`src/rtl/fft_stream_ctrl.sv`:
```
// Frame sequencer for a streaming FFT pipeline: turns the enable-stalled
// datapath into valid/ready streams, tracks fill so stale contents are never
// emitted, drains the last frame with zero injection and labels each output
// sample with its frame position and natural-order bin.
module fft_stream_ctrl #(
    parameter int FFT_N    = 1024,
    parameter int PIPE_LAT = 1033,
    parameter int DATA_W   = 16
) (
    input  logic                       clk,
    input  logic                       rst,
    input  logic                       s_valid,
    output logic                       s_ready,
    input  logic signed [DATA_W-1:0]   s_re,
    input  logic signed [DATA_W-1:0]   s_im,
    input  logic                       flush,
    output logic                       fft_enable,
    output logic [$clog2(FFT_N)-1:0]   fft_cnt,
    output logic signed [DATA_W-1:0]   fft_re,
    output logic signed [DATA_W-1:0]   fft_im,
    input  logic signed [DATA_W-1:0]   fft_res_re,
    input  logic signed [DATA_W-1:0]   fft_res_im,
    output logic                       m_valid,
    input  logic                       m_ready,
    output logic signed [DATA_W-1:0]   m_re,
    output logic signed [DATA_W-1:0]   m_im,
    output logic                       m_first,
    output logic                       m_last,
    output logic [$clog2(FFT_N)-1:0]   m_bin,
    output logic                       busy,
    output logic [15:0]                frame_cnt
);

    localparam int CW = $clog2(FFT_N);
    localparam int FW = $clog2(PIPE_LAT + 1);

    localparam logic [1:0] ST_IDLE  = 2'd0;
    localparam logic [1:0] ST_RUN   = 2'd1;
    localparam logic [1:0] ST_FLUSH = 2'd2;

    localparam logic [FW-1:0] FILL_FULL  = FW'(PIPE_LAT);
    localparam logic [FW-1:0] FLUSH_LAST = FW'(PIPE_LAT - 1);
    localparam logic [CW-1:0] IDX_LAST   = CW'(FFT_N - 1);

    logic [1:0]    r_state;
    logic [FW-1:0] r_fill;
    logic [FW-1:0] r_flush_cnt;
    logic [CW-1:0] r_fft_cnt;
    logic [CW-1:0] r_out_idx;
    logic [15:0]   r_frame_cnt;
    logic          r_flush_pend;

    logic w_in_flush;
    logic w_primed;
    logic w_flush_go;
    logic w_src_avail;
    logic w_go;
    logic w_adv;
    logic w_mvalid;
    logic w_xfer;
    logic w_flush_done;

    // Fill level saturates once the pipeline holds valid results.
    function automatic logic [FW-1:0] sat_inc_fill(input logic [FW-1:0] v);
        return (v == FILL_FULL) ? v : v + 1'b1;
    endfunction

    // Bit-reversed output index gives the natural-order bin number.
    function automatic logic [CW-1:0] bit_rev(input logic [CW-1:0] v);
        logic [CW-1:0] r;
        for (int i = 0; i < CW; i++) begin
            r[i] = v[CW-1-i];
        end
        return r;
    endfunction

    assign w_in_flush  = (r_state == ST_FLUSH);
    assign w_primed    = (r_fill == FILL_FULL);
    // Frame boundary reached with a pending flush: the cycle is spent
    // switching to FLUSH, so neither side may transfer.
    assign w_flush_go  = (r_state == ST_RUN) & r_flush_pend & (r_fft_cnt == '0);
    assign w_src_avail = w_in_flush | s_valid;
    assign w_go        = (m_ready | ~w_primed) & ~w_flush_go;
    assign w_adv       = w_src_avail & w_go;
    assign w_mvalid    = w_src_avail & w_primed & ~w_flush_go;
    assign w_xfer      = w_mvalid & m_ready;
    assign w_flush_done = w_in_flush & w_adv & (r_flush_cnt == FLUSH_LAST);

    assign s_ready    = ~w_in_flush & w_go;
    assign fft_enable = w_adv & rst;
    assign fft_cnt    = r_fft_cnt;
    assign fft_re     = w_in_flush ? '0 : s_re;
    assign fft_im     = w_in_flush ? '0 : s_im;
    assign m_valid    = w_mvalid;
    assign m_re       = fft_res_re;
    assign m_im       = fft_res_im;
    assign m_first    = w_mvalid & (r_out_idx == '0);
    assign m_last     = w_mvalid & (r_out_idx == IDX_LAST);
    assign m_bin      = bit_rev(r_out_idx);
    assign busy       = (r_state != ST_IDLE);
    assign frame_cnt  = r_frame_cnt;

    // Sequencer state: start on first accepted sample, drain at a frame boundary.
    always_ff @(posedge clk or negedge rst) begin
        if (!rst) begin
            r_state <= ST_IDLE;
        end else begin
            case (r_state)
                ST_IDLE:  if (w_adv)        r_state <= ST_RUN;
                ST_RUN:   if (w_flush_go)   r_state <= ST_FLUSH;
                ST_FLUSH: if (w_flush_done) r_state <= ST_IDLE;
                default:                    r_state <= ST_IDLE;
            endcase
        end
    end

    // Flush request latch and zero-injection counter.
    always_ff @(posedge clk or negedge rst) begin
        if (!rst) begin
            r_flush_pend <= 1'b0;
            r_flush_cnt  <= '0;
        end else begin
            if (w_flush_done) begin
                r_flush_pend <= 1'b0;
            end else if (flush && (r_state != ST_IDLE)) begin
                r_flush_pend <= 1'b1;
            end
            if (w_flush_done) begin
                r_flush_cnt <= '0;
            end else if (w_in_flush && w_adv) begin
                r_flush_cnt <= r_flush_cnt + 1'b1;
            end
        end
    end

    // Advance-driven counters: sample index, fill level and output position.
    always_ff @(posedge clk or negedge rst) begin
        if (!rst) begin
            r_fill    <= '0;
            r_fft_cnt <= '0;
            r_out_idx <= '0;
        end else if (w_flush_done) begin
            r_fill    <= '0;
            r_fft_cnt <= '0;
            r_out_idx <= '0;
        end else if (w_adv) begin
            r_fill    <= sat_inc_fill(r_fill);
            r_fft_cnt <= r_fft_cnt + 1'b1;
            if (w_mvalid) begin
                r_out_idx <= r_out_idx + 1'b1;
            end
        end
    end

    // Completed output frames survive the drain; only reset clears them.
    always_ff @(posedge clk or negedge rst) begin
        if (!rst) begin
            r_frame_cnt <= '0;
        end else if (w_xfer && (r_out_idx == IDX_LAST)) begin
            r_frame_cnt <= r_frame_cnt + 16'd1;
        end
    end

endmodule

```
`config.mk`:
```
export PLATFORM = sky130hd
export DESIGN_NAME = fft_stream_ctrl
export DESIGN_NICKNAME = d
export VERILOG_FILES = /design/src/rtl/fft_stream_ctrl.sv
export SDC_FILE = /design/constraint.sdc
export NUM_CORES = 1
export LEC_CHECK = 0
export CELL_PAD_IN_SITES_DETAIL_PLACEMENT = 2
export CELL_PAD_IN_SITES_GLOBAL_PLACEMENT = 2
export CORE_UTILIZATION = 25
export CTS_CLUSTER_DIAMETER = 40
export CTS_CLUSTER_SIZE = 12
export DETAILED_ROUTE_END_ITERATION = 10
export PLACE_DENSITY_LB_ADDON = 0.1
export SYNTH_ARGS = -nofsm -noshare
export SYNTH_HDL_FRONTEND = slang
export SYNTH_SLANG_ARGS = --single-unit
```
`constraint.sdc`:
```
create_clock -name clk -period 2.9 [get_ports clk]
set_input_delay 0.725 -clock clk [delete_from_list [all_inputs] [get_ports clk]]
set_output_delay 0.725 -clock clk [all_outputs]
set_load 0.01 [all_outputs]
```
==> metrics.md, run 1 <==
| Metric | Value |
|---|---|
| Run status | complete, but fails checks |
| Failing checks | negative setup slack |
| Die footprint | 17000 sq um |
| Total power per unit cell area | 614 nW/um^2 |
| Initial antenna violation count | 0 |
| Synth async-reset ratio | 1.00 |
| Worst Path Buf+Inv | 5 |
| Yosys warning count | 0 |
| Final Hold Vio Count | 0 |
| Crit-path cells | inv_1, ha_1, or4b_4, o32ai_4, buf_12, buf_8, buf_6, nor3_1, buf_2 |
| Post-Synth XOR/XNOR Area | 0.0426 |
| Initial Util | 0.258 |
| Post-synthesis simple-gate area fraction | 0.310 |
| MaxCap Viol Count | 0 |
| Mean Syn Cell Area | 9.65 sq um |
| Worst hold slack | 466 ps |
| Dpl hpwl | 9910 um |
| Worst Skew | 8.44 ps |
| Area delta synth->final | 41.0% |
| Largest stage delay, worst path | 490 ps |
| Seq/Total Area, Yosys | 0.371 |
| Largest family of logic cells by synthesized area | simple AND/OR/NAND/NOR gates |
| Drt drc | 0 |
| Buffers on Ports | 110 |
| Clock Path Buffers | 2 |
| Yosys reg bits | 61 |
| CP arrival | 2180 ps |
| Max frequency | 344 MHz |
| CTS buffer count | 9 |
| Core ar. | 15900 sq um |
| Slowest-stage cell, CP | or4b_4 |
| First-iteration detailed-routing DRC count | 111 |
| Netlist cell types | 55 |
| Ant diodes | 0 |
| Post-synth EDFFs | 0 |
| Largest delay share family, worst path | buffers and inverters |
| Hold Path Class | flip-flop to flip-flop |
| Largest net degree at the start of global routing | 62 |
| Critical path launch point type | flip-flop |
| Compound-Gate Fraction of Synth Area | 0.121 |
| Worst Setup Path Type | flip-flop to output port |
| Synth Area in Adders | 0.0274 |
| Gr usage total | 0.171 |
| Final worst path period need | 2900 ps |
| Final nets | 616 |
| DR vias | 3900 |
| Pwr Total | 0.00356 W |
| H-tree Lvls | 3 |
| Remaining antenna violation count | 0 |
| Final Cycle Share | 1.00 |
| First-pass GRT wire length | 22400 um |
| Clock Latency Late Sink | 340 ps |
| WL final | 13900 um |
| Static leakage | 2.33 nW |
| Setup WS post-layout | -3.13 ps |
| Die span in x | 130 um |
| Max IR drop VDD | 0.294 mV |
| Setup TNS | -3.13 ps |
| Vias/cell | 5.14 |
| Grt total ovfl | 0 |
| Worst-path clk slew | 60 ps |
| FP Rows | 46 |
| Die H | 130 um |
| Final setup violation count | 1 |
| TritonCTS clock tree | built |
| Worst EP required | 2170 ps |
| Clk root buf | clkbuf_16 |
| Slew Limit Fails | 0 |
| Hold buffers post-CTS | 0 |
| Synthesized area | 4110 sq um |
| Post-Syn Nets | 504 |
| Ports | 175 |
| CP endpoint kind | output port |
| Initial DRT Pass Iterations | 4 |
| Clock Sinks | 61 |
| Crit Path Max Fanout | 4 |
| RSZ-0062 raised after global routing | yes |
| Routed len/inst | 18.2 um |
| Post-synthesis mux area share | 0.0253 |
| Worst-Margin Slew | 852 ps |
| Layout cells sized above 1 | 0.173 |
| Final GP Congestion | 0.775 |
| Worst slew margin | 0.432 |
| Main synth FF type | dfrtp_1 |
| Mapped Cells | 426 |
| Vias in the first global route | 4302 |
## cells in the mapped netlist (all sizes together) (2+ instances only)
library cell / instances / area [sq um]
nor4: 21 / 194
o21bai: 4 / 30.0
and3: 7 / 43.8
nand2: 14 / 52.6
nor3: 12 / 87.6
nor2: 4 / 15.0
nor4b: 7 / 88.8
inv: 11 / 41.3
mux2: 3 / 33.8
or4: 19 / 146
o31ai: 18 / 135
or3: 3 / 18.8
clkbuf: 8 / 30.0
o21ai: 16 / 80.1
ha: 9 / 113
buf: 49 / 350
a31oi: 2 / 12.5
a21oi: 27 / 143
nand4: 19 / 119
and2: 36 / 225
nand3: 21 / 105
o2111ai: 2 / 17.5
and4: 7 / 61.3
nand4b: 3 / 26.3
dfrtp: 61 / 1530
mux2i: 7 / 70.1
xor2: 20 / 175
## power breakdown
part | internal, W | leakage (nW) | total (W) | switching, W
sequential | 0.000986 | 0.795 | 0.00114 | 0.000154
combinational | 0.000648 | 1.39 | 0.00133 | 0.000685
clock | 0.000683 | 0.149 | 0.00109 | 0.000405
total | 0.00232 | 2.33 | 0.00356 | 0.00124
## cell type report
cell class / count / area [sq um]
Tap cell: 216 / 270
Sequential cell: 61 / 1530
Timing Repair Buffer: 158 / 1490
Inverter: 11 / 41.3
Clock buffer: 11 / 243
Clock inverter: 5 / 50.0
Multi-Input combinational cell: 297 / 2180
Fill cell: 1780 / 10100
## stage by stage
stage / setup WS, ps / area [sq um] / cells / utilization
3_5_place_dp: -213 / 5450 / 737 / 0.342
6_report: -3.13 / 5800 / 759 / 0.364
3_3_place_gp: -158 / 5450 / 737 / 0.342
5_1_grt: -90.6 / 5800 / 759 / 0.364
2_1_floorplan: 350 / 4110 / 426 / -
4_1_cts: -80.5 / 5800 / 759 / 0.364
## metal layers
layer,vias to the layer above,wire length (um),GRT usage
met3,20,792,0.0467
met5,-,0,0
li1,1786,-,-
met1,1979,6190,0.209
met2,115,6680,0.294
met4,0,186,0.0486
## worst reg2reg max path: cells and delay by family (launching register included)
family | cells | cell delay [ps]
buffers and inverters | 8 | 1110
AO/OA/AOI/OAI | 2 | 260
flip-flops | 1 | 340
AND/OR/NAND/NOR | 2 | 700
## layout by cell type, fill, tap and decap left out, types with 14 or more instances in the layout
cell type,Yosys,layout
or4_1,18,18
clkdlybuf4s50_1,0,104
buf_4,33,43
nand2_1,14,14
xor2_1,20,20
and2_1,36,36
nand4_1,19,19
nand3_1,21,21
a21oi_1,25,25
o31ai_1,18,18
dfrtp_1,61,61
## cells by family after synthesis
kind of cell / after synthesis
XOR/XNOR: 20
adder cells (fa/ha/maj): 9
multiplexers: 10
flip-flops: 61
AO/OA/AOI/OAI: 75
buffers and inverters: 68
AND/OR/NAND/NOR: 183
## registers in the layout, summed over array words and instances, names as in the netlist
signal,count
fft_cnt,10
frame_cnt,16
r_out_idx,10
r_flush_cnt,11
r_flush_pend,1
r_fill,11
r_state,2
## worst paths after layout
path	from	end	slack (ps)	cells after the start
setup / recovery	fft_cnt[1]	m_last	-3	9
max in group asynchronous	rst	r_out_idx[4]	1680	2
hold reg to reg	frame_cnt[15]	frame_cnt[15]	470	1
setup reg to reg	r_state[1]	r_fill[10]	440	12
min in group asynchronous	rst	r_fill[10]	660	2
hold / removal	frame_cnt[15]	frame_cnt[15]	470	1
## timing repair
action | in CTS | in global routing
pin swaps | 1 | 1
setup endpoints to repair | 5 | 5
gates resized for setup | 16 | 5
setup buffers | 6 | 0
hold endpoints to repair | 0 | 0
No activity file was read; power rests on OpenSTA's default activity.
==> run 2, diff against run 1 <==
--- a/config.mk
+++ b/config.mk
@@ -12,6 +12,7 @@
 export CTS_CLUSTER_SIZE = 12
 export DETAILED_ROUTE_END_ITERATION = 10
 export PLACE_DENSITY_LB_ADDON = 0.1
+export REMOVE_ABC_BUFFERS = 1
 export SYNTH_ARGS = -nofsm -noshare
 export SYNTH_HDL_FRONTEND = slang
 export SYNTH_SLANG_ARGS = --single-unit
==> metrics.md, run 2 (synthesis gave the netlist of run 1 again) <==
| Metric | Value |
|---|---|
| Final GP Congestion | 0.727 |
| Die H | 130 um |
| Worst-path clk slew | 60 ps |
| Max reg flops | 16 |
| Slew Limit Fails | 0 |
| H-tree Lvls | 3 |
| CP arrival | 2190 ps |
| Clock Path Buffers | 2 |
| Worst slew margin | 0.438 |
| Design area | 5760 sq um |
| Hold Path Class | flip-flop to flip-flop |
| Failing checks | negative setup slack |
| Area delta synth->final | 40.0% |
| RSZ-0062 raised after global routing | yes |
| FILL cells | 1729 |
| Final Cycle Share | 1.00 |
| Drt drc | 0 |
| Setup TNS | -11.0 ps |
| Layout cells sized above 1 | 0.171 |
| Initial Util | 0.258 |
| Initial DRT Pass Iterations | 4 |
| Ports | 175 |
| Worst hold slack | 465 ps |
| First-pass GRT wire length | 23400 um |
| Static leakage | 2.31 nW |
| Max frequency | 344 MHz |
| Vias/cell | 5.15 |
| Reg2Reg Depth | 9 |
| WL final | 14500 um |
| Hold EP | frame_cnt[15] |
| CTS buffer count | 9 |
| MaxCap Viol Count | 0 |
| Area of the multi-input gates | 2180 sq um |
| Die footprint | 17000 sq um |
| Clock Latency Late Sink | 340 ps |
| Grt total ovfl | 0 |
| Initial antenna violation count | 0 |
| Worst EP required | 2170 ps |
| Hold_sp | frame_cnt[15] |
| Worst-Margin Slew | 843 ps |
| FP Rows | 46 |
| Total power per unit cell area | 606 nW/um^2 |
| Commonest cells after routing, fill and taps aside | clkdlybuf4s50_1, dfrtp_1, buf_4 |
| Final setup violation count | 1 |
| Max IR drop VDD | 0.248 mV |
| Reg2reg setup slack | 350 ps |
| Core ar. | 15900 sq um |
| Vias in the first global route | 4196 |
| Buffers on Ports | 110 |
| Final worst path period need | 2910 ps |
| Die span in x | 130 um |
| Largest net degree at the start of global routing | 62 |
| Clk root buf | clkbuf_16 |
| Commonest non-fill, non-tap cell in the layout | clkdlybuf4s50_1 |
| DP Area | 5420 sq um |
| Dpl hpwl | 10500 um |
| Gr usage total | 0.182 |
| Crit Path Max Fanout | 2 |
| Routed len/inst | 19.2 um |
| Worst R2R End | r_flush_cnt[0] |
| CP endpoint kind | output port |
| Final nets | 612 |
| Final Hold Vio Count | 0 |
| Critical path launch point type | flip-flop |
| Ant diodes | 0 |
| Reg2reg start | fft_cnt[1] |
| DR vias | 3891 |
| Setup WS post-layout | -11.0 ps |
| Clock Sinks | 61 |
| FF+latch area | 1530 sq um |
| Run status | complete, but fails checks |
| TritonCTS clock tree | built |
| First-iteration detailed-routing DRC count | 145 |
| Remaining antenna violation count | 0 |
| Worst Skew | 6.66 ps |
| Worst Setup Path Type | flip-flop to output port |
| WHS Path Cells | 1 |
run 2: repair_timing:
| item | in CTS | in global routing |
|---|---|---|
| endpoints found under the setup margin | 5 | 3 |
| resized for setup | 14 | 10 |
| pin swaps | 2 | 5 |
| endpoints found under the hold margin | 0 | 0 |
| setup buffers | 4 | 2 |
| hold buffers | 0 | 0 |
run 2: routing by layer:
| metal | up-vias | global-route usage | wire, um |
|---|---|---|---|
| met2 | 153 | 0.280 | 6450 |
| met3 | 14 | 0.0849 | 1400 |
| met4 | 2 | 0.0547 | 129 |
| li1 | 1775 | - | - |
| met5 | - | 0.0294 | 31 |
| met1 | 1947 | 0.222 | 6510 |
run 2: power by group:
group | leakage [nW] | internal, W | switching, W
clock | 0.145 | 0.000617 | 0.000400
combinational | 1.37 | 0.000656 | 0.000678
sequential | 0.795 | 0.000986 | 0.000150
total | 2.31 | 0.00226 | 0.00123
run 2: final cells by class:
| type | count | share of cell area |
|---|---|---|
| Clock buffer | 11 | 0.0439 |
| Clock inverter | 5 | 0.00435 |
| Inverter | 11 | 0.00717 |
| Multi-Input combinational cell | 297 | 0.378 |
| Sequential cell | 61 | 0.265 |
| Tap cell | 216 | 0.0470 |
| Timing Repair Buffer | 154 | 0.254 |
run 2: worst max-delay path by stage:
| stage | cells after the start | to | start | slack [ps] |
|---|---|---|---|---|
| after floorplan | 5 | s_ready | fft_cnt[0] | 10 |
| final | 7 | fft_enable | fft_cnt[1] | -10 |
| after detailed placement | 6 | s_ready | m_ready | -160 |
| after CTS | 7 | m_first | fft_cnt[0] | -100 |
| after global placement | 6 | s_ready | m_ready | -190 |
| after global routing | 7 | fft_enable | fft_cnt[1] | -100 |
run 2: metrics by stage:
| stage | power, W | utilization | instances | worst slack [ps] |
|---|---|---|---|---|
| floorplan | 0.00175 | - | 369 | 11.8 |
| global placement | 0.00241 | 0.340 | 734 | -187 |
| detailed placement | 0.00244 | 0.340 | 734 | -162 |
| CTS | 0.00352 | 0.359 | 754 | -95.1 |
| global route | 0.00371 | 0.361 | 755 | -97.1 |
| finish | 0.00349 | 0.361 | 755 | -11.0 |
run 2: critical path, cell delays in order, from the launching register on:
cell and delay, ps:
dfrtp_1 370, inv_1 60, ha_2 160, or4b_4 490, buf_6 140, o32a_1 350, and3_1 150, buf_2 140
==> run 3, diff against run 2 <==
--- a/config.mk
+++ b/config.mk
@@ -13,6 +13,7 @@
 export DETAILED_ROUTE_END_ITERATION = 10
 export PLACE_DENSITY_LB_ADDON = 0.1
 export REMOVE_ABC_BUFFERS = 1
+export SLEW_MARGIN = 20
 export SYNTH_ARGS = -nofsm -noshare
 export SYNTH_HDL_FRONTEND = slang
 export SYNTH_SLANG_ARGS = --single-unit
==> results of run 3 <==
No change in the layout: final DEF, timing and power equal those of run 2.
